--- src/rtl/cordic_pkg.sv ---
// Shared constants, state encoding and the angle-index wrap helper for the
// CORDIC sweep controller, the angle ROM and the CORDIC core.
package cordic_pkg;

  localparam int SZ                 = 16;
  localparam int N_ANGLES           = 360;
  localparam int ADDR_W             = 9;
  localparam int ROM_LAT_DEFAULT    = 1;
  localparam int CORDIC_LAT_DEFAULT = 16;

  typedef enum logic [1:0] {
    S_IDLE  = 2'd0,
    S_RUN   = 2'd1,
    S_DRAIN = 2'd2,
    S_DONE  = 2'd3
  } state_t;

  // Add an increment to an angle index and fold back into 0..n-1.
  // Both operands are below n, so a single conditional subtract suffices.
  function automatic logic [ADDR_W-1:0] wrap_add(
    input logic [ADDR_W-1:0] a,
    input logic [ADDR_W-1:0] s,
    input logic [ADDR_W:0]   n
  );
    logic [ADDR_W:0] sum;
    sum = {1'b0, a} + {1'b0, s};
    if (sum >= n) begin
      sum = sum - n;
    end
    return sum[ADDR_W-1:0];
  endfunction

endpackage

--- src/rtl/cordic_sweep_ctrl_valid_pipe.sv ---
// Fixed-depth 1-bit delay line that tracks issued ROM addresses through the
// ROM + CORDIC latency. 'empty' means no valid will appear after this cycle.
module valid_pipe #(
  parameter int DEPTH = 17
) (
  input  logic clk,
  input  logic clr,
  input  logic din,
  output logic dout,
  output logic empty
);

  logic [DEPTH-1:0] sr;

  // First stage captures the issue strobe.
  always_ff @(posedge clk) begin
    if (clr) begin
      sr[0] <= 1'b0;
    end else begin
      sr[0] <= din;
    end
  end

  genvar gi;
  generate
    for (gi = 1; gi < DEPTH; gi++) begin : g_stage
      // Each later stage shifts the previous one along.
      always_ff @(posedge clk) begin
        if (clr) begin
          sr[gi] <= 1'b0;
        end else begin
          sr[gi] <= sr[gi-1];
        end
      end
    end

    // Only the output stage may be occupied for the pipe to drain this cycle.
    if (DEPTH > 1) begin : g_empty_deep
      assign empty = ~din & ~|sr[DEPTH-2:0];
    end else begin : g_empty_short
      assign empty = ~din;
    end
  endgenerate

  assign dout = sr[DEPTH-1];

endmodule

--- src/rtl/cordic_sweep_ctrl.sv ---
// Sweep controller: steps an angle-ROM index through the table at a
// programmable increment, tracks in-flight samples and flags completion.
module cordic_sweep_ctrl #(
  parameter int ROM_LAT    = cordic_pkg::ROM_LAT_DEFAULT,
  parameter int CORDIC_LAT = cordic_pkg::CORDIC_LAT_DEFAULT,
  parameter int N_ANGLES   = cordic_pkg::N_ANGLES
) (
  input  logic                          clk,
  input  logic                          rst_n,
  input  logic                          start,
  input  logic                          stop,
  input  logic [cordic_pkg::ADDR_W-1:0] step,
  input  logic [15:0]                   n_samples,
  output logic [cordic_pkg::ADDR_W-1:0] addr,
  output logic                          sample_valid,
  output logic                          busy,
  output logic                          done,
  output logic                          cfg_err
);

  import cordic_pkg::*;

  localparam int              DEPTH    = ROM_LAT + CORDIC_LAT;
  localparam logic [ADDR_W:0] N_ANG_W  = (ADDR_W + 1)'(N_ANGLES);

  state_t              state;
  state_t              state_next;
  logic [ADDR_W-1:0]   step_lat;
  logic [ADDR_W-1:0]   last_addr;
  logic [15:0]         remain;
  logic                cont;
  logic                issue;
  logic                last;
  logic                step_ok;
  logic                accept;
  logic                pipe_empty;

  assign step_ok = (step != '0) && ({1'b0, step} < N_ANG_W);
  assign accept  = (state == S_IDLE) && start && step_ok;
  // A bounded sweep ends on the issue that consumes its final count.
  assign last    = !cont && (remain == 16'd1);

  // Next-state and issue decode; stop in RUN takes priority over issuing.
  always_comb begin
    state_next = state;
    issue      = 1'b0;
    unique case (state)
      S_IDLE: begin
        if (start && step_ok) begin
          state_next = S_RUN;
        end
      end
      S_RUN: begin
        if (stop) begin
          state_next = S_DRAIN;
        end else begin
          issue = 1'b1;
          if (last) begin
            state_next = S_DRAIN;
          end
        end
      end
      S_DRAIN: begin
        if (pipe_empty) begin
          state_next = S_DONE;
        end
      end
      S_DONE: begin
        state_next = S_IDLE;
      end
      default: begin
        state_next = S_IDLE;
      end
    endcase
  end

  assign busy = (state == S_RUN) || (state == S_DRAIN);
  assign done = (state == S_DONE);

  // State register, sweep configuration, address stepping and error pulse.
  always_ff @(posedge clk) begin
    if (!rst_n) begin
      state     <= S_IDLE;
      addr      <= '0;
      last_addr <= '0;
      step_lat  <= '0;
      remain    <= '0;
      cont      <= 1'b0;
      cfg_err   <= 1'b0;
    end else begin
      state   <= state_next;
      cfg_err <= (state == S_IDLE) && start && !step_ok;
      if (accept) begin
        addr      <= '0;
        last_addr <= '0;
        step_lat  <= step;
        remain    <= n_samples;
        cont      <= (n_samples == 16'd0);
      end else if (issue) begin
        last_addr <= addr;
        remain    <= remain - 16'd1;
        // The final issued index stays on addr through DRAIN/DONE/IDLE.
        if (!last) begin
          addr <= wrap_add(addr, step_lat, N_ANG_W);
        end
      end else if (state == S_RUN) begin
        // Stop: addr already points at an unissued index, so roll it back.
        addr <= last_addr;
      end
    end
  end

  valid_pipe #(
    .DEPTH(DEPTH)
  ) u_valid_pipe (
    .clk  (clk),
    .clr  (!rst_n),
    .din  (issue),
    .dout (sample_valid),
    .empty(pipe_empty)
  );

endmodule
--- config.mk ---
export PLATFORM = sky130hd
export DESIGN_NAME = cordic_sweep_ctrl
export DESIGN_NICKNAME = d
export VERILOG_FILES = /design/src/rtl/cordic_pkg.sv /design/src/rtl/cordic_sweep_ctrl_valid_pipe.sv /design/src/rtl/cordic_sweep_ctrl.sv
export SDC_FILE = /design/constraint.sdc
export NUM_CORES = 1
export LEC_CHECK = 0
export ABC_AREA = 1
export CORE_MARGIN = 2
export CORE_UTILIZATION = 45
export CTS_BUF_LIST = sky130_fd_sc_hd__clkbuf_8 sky130_fd_sc_hd__clkbuf_16
export CTS_CLUSTER_SIZE = 20
export DETAILED_ROUTE_END_ITERATION = 10
export MAX_ROUTING_LAYER = met4
export PLACE_DENSITY_LB_ADDON = 0.08
export SLEW_MARGIN = 40
export SYNTH_ARGS = -nofsm -noshare
export SYNTH_HDL_FRONTEND = slang
export SYNTH_SLANG_ARGS = --single-unit
--- constraint.sdc ---
create_clock -name clk -period 4.99 [get_ports clk]
set_input_delay 0.998 -clock clk [delete_from_list [all_inputs] [get_ports clk]]
set_output_delay 0.998 -clock clk [all_outputs]
set_load 0.005 [all_outputs]
==> results of run 1 <==
[cell families (layout without fill, tap and decap cells)]
group,count (synthesis),in the layout,share of synthesized area
xor gates and xnor gates,10,10,0.0238
DFF,64,64,0.349
buffers and inverters,82,125,0.0930
adders and majority gates,18,18,0.0634
AOI/OAI and AO/OA,73,73,0.118
and+or+nand+nor,278,278,0.353
[routing by layer]
metal  track usage  wire length, um  vias up
met3        0.0399              378       13
li1              -                -     1761
met4        0.0737              103        0
met1         0.292             4280     1567
met5             -                0        -
met2         0.330             3970       66
[state kept, by name, summed over array words and instances (netlist names)]
register and flops:
u_valid_pipe.sr 16, remain 16, u_valid_pipe.dout 1, step_lat 9, cfg_err 1, state 2
last_addr 9, addr 9, cont 1
[where the power goes]
group	switching [uW]	total (uW)	internal (uW)
registers	104	709	604
logic	701	1160	457
clock network	201	427	226
total	1010	2290	1290
[through the flow]
| step | setup WS, ns | util | area (um^2) |
|---|---|---|---|
| 2_1_floorplan | 2.84 | - | 3670 |
| 3_3_place_gp | 1.45 | 0.530 | 4140 |
| 3_5_place_dp | 1.37 | 0.530 | 4140 |
| 4_1_cts | 1.71 | 0.554 | 4330 |
| 5_1_grt | 1.47 | 0.553 | 4320 |
| 6_report | 1.73 | 0.553 | 4320 |
[Yosys cell counts (all sizes together)]
cell,instances
buf,8
a31oi,3
o21a,1
nor3b,1
clkinv,2
nor3,2
a211oi,1
a21oi,36
xnor2,5
xor2,5
o211ai,4
o21bai,6
nand3,45
nand4,3
o211a,1
or2,2
fa,1
nor2,51
o21ai,21
nand2,158
nor4,11
ha,17
inv,64
clkbuf,8
dfxtp,64
nand3b,5
[critical path, delay by kind of cell]
| kind | cells | cell delay [ns] |
|---|---|---|
| AOI/OAI and AO/OA | 4 | 0.86 |
| buffers and inverters | 3 | 1.17 |
| and+or+nand+nor | 1 | 0.44 |
[cells in the final DEF (no fill, tap or decap), types with 4 or more instances in the layout]
| cell type | instances |
|---|---|
| xor2_1 | 5 |
| inv_2 | 6 |
| o21ai_0 | 15 |
| nor4_1 | 11 |
| nand3_1 | 40 |
| nand3_2 | 4 |
| nand2_1 | 146 |
| a21oi_2 | 5 |
| nor2_1 | 41 |
| nor2_2 | 8 |
| clkbuf_8 | 9 |
| nand3b_1 | 5 |
| ha_1 | 17 |
| xnor2_1 | 5 |
| o211ai_1 | 4 |
| o21bai_1 | 6 |
| nand2_2 | 9 |
| a21oi_1 | 30 |
| o21ai_1 | 6 |
| clkdlybuf4s50_1 | 40 |
| inv_1 | 58 |
| dfxtp_1 | 64 |
[cell type report]
cell class                      instances  area, um^2  share of cell area
Sequential cell                        64        1280               0.297
Clock buffer                            9         124              0.0287
Inverter                               66         248              0.0573
Clock inverter                          6        61.3              0.0142
Multi-Input combinational cell        379        2050               0.475
Timing Repair Buffer                   44         428              0.0990
Tap cell                              102         128              0.0295
[path summary, 6_finish.rpt]
check,end,depth (start not counted)
worst max-delay path,addr[7]$_SDFFE_PP0P_,8
worst min-delay path,u_valid_pipe.sr[7]$_SDFF_PN0_,2
worst max register to register,addr[7]$_SDFFE_PP0P_,10
worst min register to register,u_valid_pipe.sr[7]$_SDFF_PN0_,2
==> metrics.yaml, run 1 <==
global_routing:
  grt_pass1_wl_mm: 14.8
  antenna_found_initial: 0
  grt_pass1_vias: 3229
  grt_overflow: 0
  grt_util_all_layers: 0.217
  grt_start_max_net_pins: 33
detailed_routing:
  route.detailed.drc: 0
  vias_per_cell: 5.09
  ant_nets: 0
  wire_per_inst_um: 13.0
  drt-initial-drc-count: 135
  via_count: 3407
  totalWireLength_mm: 8.73
  drt_pass1_iterations: 4
status:
  status: "completed"
critical_path:
  cp_cell_sequence: "clkdlybuf4s50_1 -> nor2_2 -> buf_4 -> o21ai_1 -> o21ai_1 -> clkinv_1 -> a21oi_1 -> a21oi_2"
  worst-path-max-fanout: 14
  crit_path_frequent_cell: "o21ai_1"
  worstSetupPathType: "input pin to flip-flop"
  reg2reg_slack_ns: 2.20
  endpoint_kind: "flip-flop"
  crit_path_start: "stop"
  slowest_delay_ns: 0.44
  slowest_stage: "nor2_2"
  cp_data_required_time_ns: 5.21
  regToRegStartpoint: "state[1]$_SDFFE_PN0P_"
  cp-start-kind: "input pin"
  worstPathArrival_ns: 3.48
clocking:
  worstSkewPairLatency_ns: 0.33
  post_cts.repair.setup_buffers: 0
  clkTransAtPathRegs_ns: 0.07
  numCtsBuffers: 9
  root_buffer: "clkbuf_8"
  ctsHoldBuffers: 0
  cts_tree: "yes"
  clock-sinks: 64
  cts_resized: 0
  htree_levels: 3
  clock_path_buffers: 2
placement:
  hpwl_mm: 6.42
  place.gp.congestion: 0.842
  portBuffers: 41
  place_inst: 655
pwr:
  power_uw: 2290
  power_density_nw_per_um2: 531
  ir_drop_v: 0.000310
  p_leak_uw: 0.00208
logic_synthesis:
  synth_seq_cells: 64
  syn_inst: 525
  yosys.area.top_type_share: 0.349
  synth_largest_area_cell: "dfxtp_1"
  synth.area.top_cells: "dfxtp_1 35%, nand2_1 15%, inv_1 6.0%"
  synth_area_um2: 3670
  syn_area_per_cell_um2: 7.00
  syn_nets: 572
  yosys_warnings: 0
  yosysSeqAreaShare: 0.349
  synth_cell_type_count: 41
sta:
  rsz0062_at_grt: "no"
  worstMarginPinSlew_ns: 0.736
  finalMaxSlewViolations: 0
  fin_crit_ns: 3.26
  finalCritPeriodShare: 0.653
  timing.hold.ws_ns: 0.427
  setup_viol: 0
  fmaxAchievable_mhz: 307
  relSlewSlack: 0.506
  fin_skew_ns: 0.00784
  hold_viol: 0
  finalSetupTns_ns: 0
die:
  core_um2: 7810
  num_rows: 32
  dieWidth_um: 94.4
  die-height_um: 94.4
  initial_core_util: 0.471
  io_pins: 42
  die_area_um2: 8900
final_layout:
  final_nets: 611
  drive_above_1_share: 0.107
  num_antenna_cells: 0
  nFillCells: 806
  syn2layout_area_growth_pct: 17.6
  finalNonFillerCells: 670
worst_hold_path:
  hp-class: "flip-flop to flip-flop"
  hp-start: "u_valid_pipe.sr[6]$_SDFF_PN0_"
run:
  maxCapViolCount: 0
Note: power is estimated with default switching activity, not from simulation.
==> run 2: changes to the inputs <==
==> constraint.sdc (replaced) <==
create_clock -name clk -period 3.3 [get_ports clk]
set_input_delay 0.66 -clock clk [delete_from_list [all_inputs] [get_ports clk]]
set_output_delay 0.66 -clock clk [all_outputs]
set_load 0.005 [all_outputs]
==> run 2 against run 1 <==
Die area did not move. Count of clock-buffer cells in the layout stayed put. Clock power is 82% higher. Sequential cell count unchanged. Critical path depth grew 8. Hold slack gained 0.0041 ns.
==> metrics.yaml, run 2 (synthesized netlist as in run 1, its figures left out) <==
final_layout:
  final_cell_mix: "146 x nand2_1, 64 x dfxtp_1, 59 x inv_1"
  final_nets: 615  # +0.65%
  num_antenna_cells: 0  # unchanged
  drive_above_1_share: 0.112  # +0.00430
  fin_util: 0.563  # +0.00962
  syn2layout_area_growth_pct: 19.7
  layout_commonest_cell: "nand2_1"
  reg.largest.list: "remain (16), u_valid_pipe.sr (16)"
  design_area_um2: 4400  # +1.7%
critical_path:
  endpoint_kind: "flip-flop"
  critPathBufInv: 1  # -2
  slowest_delay_ns: 0.38  # -0.06 ns
  crit_path_frequent_cell: "nand2_1"
  slowest_stage: "fa_1"
  worst-path-max-fanout: 4  # -10
  cp_data_required_time_ns: 3.59  # -1.62 ns
  worstPathArrival_ns: 2.65  # -0.83 ns
  worstSetupPathType: "flip-flop to flip-flop"
  cp-start-kind: "flip-flop"
  cp_top_family: "simple AND/OR/NAND/NOR gates"
  regToRegStartpoint: "addr[0]$_SDFFE_PP0P_"
  crit_path_start: "addr[0]$_SDFFE_PP0P_"
  cp_cell_sequence: "ha_1 -> fa_1 -> nand2_1 -> nand2_1 -> nand2_1 -> nand2_1 -> nand2_1 -> inv_1 -> ha_1 -> nor2_1 -> nand3_1 -> nand2_1 -> nand2_1 -> nand2_1 -> nand2_1 -> a21oi_2"
sta:
  fmaxAchievable_mhz: 423
  hold_viol: 0  # unchanged
  setup_viol: 0  # unchanged
  finalCritPeriodShare: 0.716
  finalMaxSlewViolations: 0  # unchanged
  finalSetupTns_ns: 0  # unchanged
  relSlewSlack: 0.676  # +0.170
  fin_skew_ns: 0.00779  # -0.0000547 ns
  timing.hold.ws_ns: 0.431  # +0.00407 ns
  worstMarginPinSlew_ns: 0.482  # -0.254 ns
  fin_crit_ns: 2.36
  rsz0062_at_grt: "no"
detailed_routing:
  wire_per_inst_um: 12.7  # -2.9%
  totalWireLength_mm: 8.54  # -2.2%
  drt_pass1_iterations: 4  # unchanged
  drt-initial-drc-count: 205  # +52%
  vias_per_cell: 5.02  # -1.4%
  via_count: 3386  # -0.62%
  route.detailed.drc: 0  # unchanged
  ant_nets: 0  # unchanged
clocking:
  worstSkewPairLatency_ns: 0.34  # about the same
  numCtsBuffers: 9  # unchanged
  post_cts.repair.setup_buffers: 0  # unchanged
  cts_tree: "yes"
  cts_resized: 0  # unchanged
  htree_levels: 3  # unchanged
  clkTransAtPathRegs_ns: 0.08  # about the same
  root_buffer: "clkbuf_8"
  ctsHoldBuffers: 0  # unchanged
  clock_path_buffers: 2  # unchanged
  clock-sinks: 64  # unchanged
die:
  io_pins: 42  # unchanged
  initial_core_util: 0.471  # unchanged
  num_rows: 32  # unchanged
  die_area_um2: 8900  # unchanged
  core_um2: 7810  # unchanged
  die-height_um: 94.4  # unchanged
  dieWidth_um: 94.4  # unchanged
pwr:
  p_leak_uw: 0.00211  # +1.4%
  power_density_nw_per_um2: 823  # +55%
  power_uw: 3620  # +58%
  ir_drop_v: 0.000320  # +3.1%
placement:
  placed_area_um2: 4170  # +0.73%
  place.gp.congestion: 0.845  # +0.42%
  hpwl_mm: 6.30  # -1.9%
  portBuffers: 41  # unchanged
global_routing:
  grt_pass1_vias: 3182  # -1.5%
  grt_pass1_wl_mm: 14.7  # -0.84%
  met2_usage: 0.317  # -0.0131
  grt_util_all_layers: 0.216  # -0.00154
  grt_start_max_net_pins: 37  # +12%
  antenna_found_initial: 0  # unchanged
  busiest_layer: "met2"
  grt_use_met3: 0.0287  # -0.0112
  grt_overflow: 0  # unchanged
  met1_usage: 0.304  # +0.0121
worst_hold_path:
  hp-start: "u_valid_pipe.sr[1]$_SDFF_PN0_"
  hp-class: "flip-flop to flip-flop"
status:
  status: "completed"
run:
  maxCapViolCount: 0  # unchanged
==> run 2: metal layers <==
layer  vias to the layer above  share of wire
li1                       1775              -
met1                      1508           0.51
met2                        90           0.42
met3                        13          0.053
met4                         0          0.017
met5                         -              0
==> run 2: power breakdown <==
part	total, uW	internal, uW	switching (uW)
logic	1780	711	1060
registers	1070	913	154
clock network	776	433	343
==> run 2: worst paths after layout <==
| path | slack [ns] | cells past startpoint | end |
|---|---|---|---|
| max reg2reg | 0.94 | 16 | addr[7]$_SDFFE_PP0P_ |
| min reg2reg | 0.43 | 2 | u_valid_pipe.sr[2]$_SDFF_PN0_ |
| max | 0.94 | 16 | addr[7]$_SDFFE_PP0P_ |
| min | 0.43 | 2 | u_valid_pipe.sr[2]$_SDFF_PN0_ |
==> run 2: cell type report <==
cell class	instances	area, um^2
clock buffers	9	124
clock inverters	7	101
fillers	730	3410
inverters	66	248
multi-input cells	379	2050
flip-flops and latches	64	1280
well taps	102	128
repair buffers	48	463
==> run 2: through the flow <==
step,worst slack (ns),std cells
after CTS,0.943,675
after detailed placement,0.770,659
after global placement,0.788,659
after floorplan,1.20,525
after global routing,0.686,675
final,0.938,675
==> run 2: worst min-delay path: cells and delay by family, from the launching register on <==
| family | cells | cell delay [ns] |
|---|---|---|
| flops | 1 | 0.32 |
| buf+inv | 1 | 0.03 |
| simple gates | 1 | 0.05 |
==> run 3: changes to the inputs <==
==> constraint.sdc (replaced) <==
create_clock -name clk -period 2.2 [get_ports clk]
set_input_delay 0.44 -clock clk [delete_from_list [all_inputs] [get_ports clk]]
set_output_delay 0.44 -clock clk [all_outputs]
set_load 0.005 [all_outputs]
==> run 3 against run 2 <==
Maximum frequency increased by 7.4%. Sequential share of layout area decreased by 1.7 points. Via count increased by 2.6%. Hold slack got worse by 0.0057 ns. Die area unchanged. Sequential power increased by 49%. Wire length increased by 7.4%. Global-route usage increased by 0.96 points. Worst setup slack got worse by 0.94 ns. Critical path type unchanged. Critical endpoint is now addr[2]$_SDFFE_PP0P_. Largest cell class unchanged.
==> metrics.yaml, run 3 (synthesized netlist as in run 1, its figures left out) <==
critical_path:
  worstPathArrival_ns: 2.45  # -0.20 ns
  cp-start-kind: "flip-flop"
  worstSetupPathType: "flip-flop to flip-flop"
  cp_data_required_time_ns: 2.45  # -1.14 ns
  worst-path-max-fanout: 2  # -2
  endpoint_kind: "flip-flop"
detailed_routing:
  route.detailed.drc: 0  # unchanged
  drt_pass1_iterations: 4  # unchanged
  ant_nets: 0  # unchanged
  vias_per_cell: 4.96  # -1.1%
  via_count: 3474  # +2.6%
  drt-initial-drc-count: 219  # +6.8%
  totalWireLength_mm: 9.17  # +7.4%
  wire_per_inst_um: 13.1  # +3.5%
sta:
  fin_crit_ns: 2.20  # -0.163 ns
  hold_viol: 0  # unchanged
  finalMaxSlewViolations: 0  # unchanged
  fin_skew_ns: 0.0101  # +0.00226 ns
  finalCritPeriodShare: 1.00  # +0.284
  fmaxAchievable_mhz: 455  # +7.4%
  setup_ws_ns: 0.00101  # -0.937 ns
  rsz0062_at_grt: "yes"
  relSlewSlack: 0.588  # -0.0881
  setup_viol: 0  # unchanged
  worstMarginPinSlew_ns: 0.613  # +0.131 ns
global_routing:
  grt_start_max_net_pins: 30  # -19%
  met1_usage: 0.331  # +0.0265
  grt_overflow: 0  # unchanged
  met2_usage: 0.318  # +0.000595
  busiest_layer: "met1"
  grt_util_all_layers: 0.225  # +0.00956
  grt_pass1_vias: 3208  # +0.82%
  grt_use_met3: 0.0335  # +0.00479
  grt_pass1_wl_mm: 15.3  # +4.0%
  antenna_found_initial: 0  # unchanged
run:
  maxCapViolCount: 0  # unchanged
worst_hold_path:
  hp-class: "flip-flop to flip-flop"
pwr:
  power_frac_seq: 0.285  # -0.010
  power_density_nw_per_um2: 1190  # +44%
  p_sw_uw: 2500  # +60%
  switching_share: 0.450  # +0.0182
  clockPowerShare: 0.160  # -0.055
  ir_drop_v: 0.000514  # +61%
  p_leak_uw: 0.00222  # +5.0%
  p_int_uw: 3060  # +49%
  p_comb_frac: 0.554  # +0.063
die:
  die_area_um2: 8900  # unchanged
  core_um2: 7810  # unchanged
  initial_core_util: 0.471  # unchanged
  dieWidth_um: 94.4  # unchanged
  io_pins: 42  # unchanged
  num_rows: 32  # unchanged
  die-height_um: 94.4  # unchanged
clocking:
  numCtsBuffers: 9  # unchanged
  worstSkewPairLatency_ns: 0.34  # about the same
  clock_path_buffers: 2  # unchanged
  ctsHoldBuffers: 0  # unchanged
  clkTransAtPathRegs_ns: 0.07  # about the same
  clock-sinks: 64  # unchanged
  cts_tree: "yes"
  root_buffer: "clkbuf_8"
  htree_levels: 3  # unchanged
final_layout:
  finalNonFillerCells: 700  # +3.7%
  layout_commonest_cell: "nand2_1"
  reg.largest.list: "remain (16), u_valid_pipe.sr (16)"
  drive_above_1_share: 0.187  # +0.0756
  final_nets: 640  # +4.1%
  final_cell_mix: "138 x nand2_1, 62 x dfxtp_1, 58 x inv_1"
  syn2layout_area_growth_pct: 27.4
  num_antenna_cells: 0  # unchanged
placement:
  hpwl_mm: 6.69  # +6.2%
  place_inst: 677  # +2.7%
  place.gp.congestion: 0.877  # +3.8%
  dp_slack_ns: -0.0522  # -0.822 ns
  portBuffers: 41  # unchanged
status:
  status: "completed"
run 3: cell count changes in the layout (fill, tap and decap cells not counted), sizes merged:
cell    previous run  this run
inv               67        65
bufinv             2         0
clkinv             2         6
buf                7        32
run 3: path summary, 6_finish.rpt:
path,startpoint,endpoint,slack [ns],cells after the start
hold reg to reg,u_valid_pipe.sr[6]$_SDFF_PN0_,u_valid_pipe.sr[7]$_SDFF_PN0_,0.43,2
setup / recovery,addr[0]$_SDFFE_PP0P_,addr[2]$_SDFFE_PP0P_,0.001,13
hold / removal,u_valid_pipe.sr[6]$_SDFF_PN0_,u_valid_pipe.sr[7]$_SDFF_PN0_,0.43,2
setup reg to reg,addr[0]$_SDFFE_PP0P_,addr[2]$_SDFFE_PP0P_,0.001,13
run 3: power by group through the flow:
stage	Combinational (uW)	Sequential (uW)	Clock, uW
after global placement	2810	1580	0
after detailed placement	2840	1580	0
after global routing	3490	1610	965
after floorplan	2080	1550	0
after CTS	2860	1560	920
final	3080	1590	891
run 3: per-stage QoR:
step / utilization / TNS (ns) / total power (uW) / area [um^2] / hold WS (ns)
after global placement: 0.553 / -0.00763 / 4400 / 4320 / 0.408
after CTS: 0.581 / 0 / 5350 / 4540 / 0.428
final: 0.599 / 0 / 5560 / 4680 / 0.425
after detailed placement: 0.553 / -0.192 / 4420 / 4320 / 0.417
after global routing: 0.599 / -0.481 / 6060 / 4680 / 0.440
after floorplan: - / 0 / 3630 / 3670 / 0.407
run 3: critical path, cell delays in order, from the launching register on:
cell	delay [ns]
dfxtp_1	0.34
ha_4	0.18
fa_2	0.39
nand2_2	0.11
buf_4	0.11
buf_4	0.09
buf_4	0.09
buf_4	0.09
buf_4	0.09
buf_4	0.09
buf_4	0.09
nand2_1	0.05
o21a_1	0.21
a211oi_2	0.19
run 3: layout make-up:
cell class	count	area, um^2
clock buffers	9	124
clock inverters	7	47.5
fillers	752	3130
inverters	66	248
multi-input cells	379	2180
flip-flops and latches	64	1280
well taps	102	128
repair buffers	73	667
run 3: what timing repair did:
item | CTS | global route
endpoints found under the hold margin | 0 | 0
gates resized for setup | 2 | 30
pin swaps | 2 | 12
setup endpoints to repair | 1 | 7
setup buffers | 6 | 1
run 3: routing by layer:
metal | up-vias | part of all wire
met4 | 0 | 0.0095
met2 | 63 | 0.43
met5 | - | 0
li1 | 1832 | -
met3 | 9 | 0.047
met1 | 1570 | 0.51
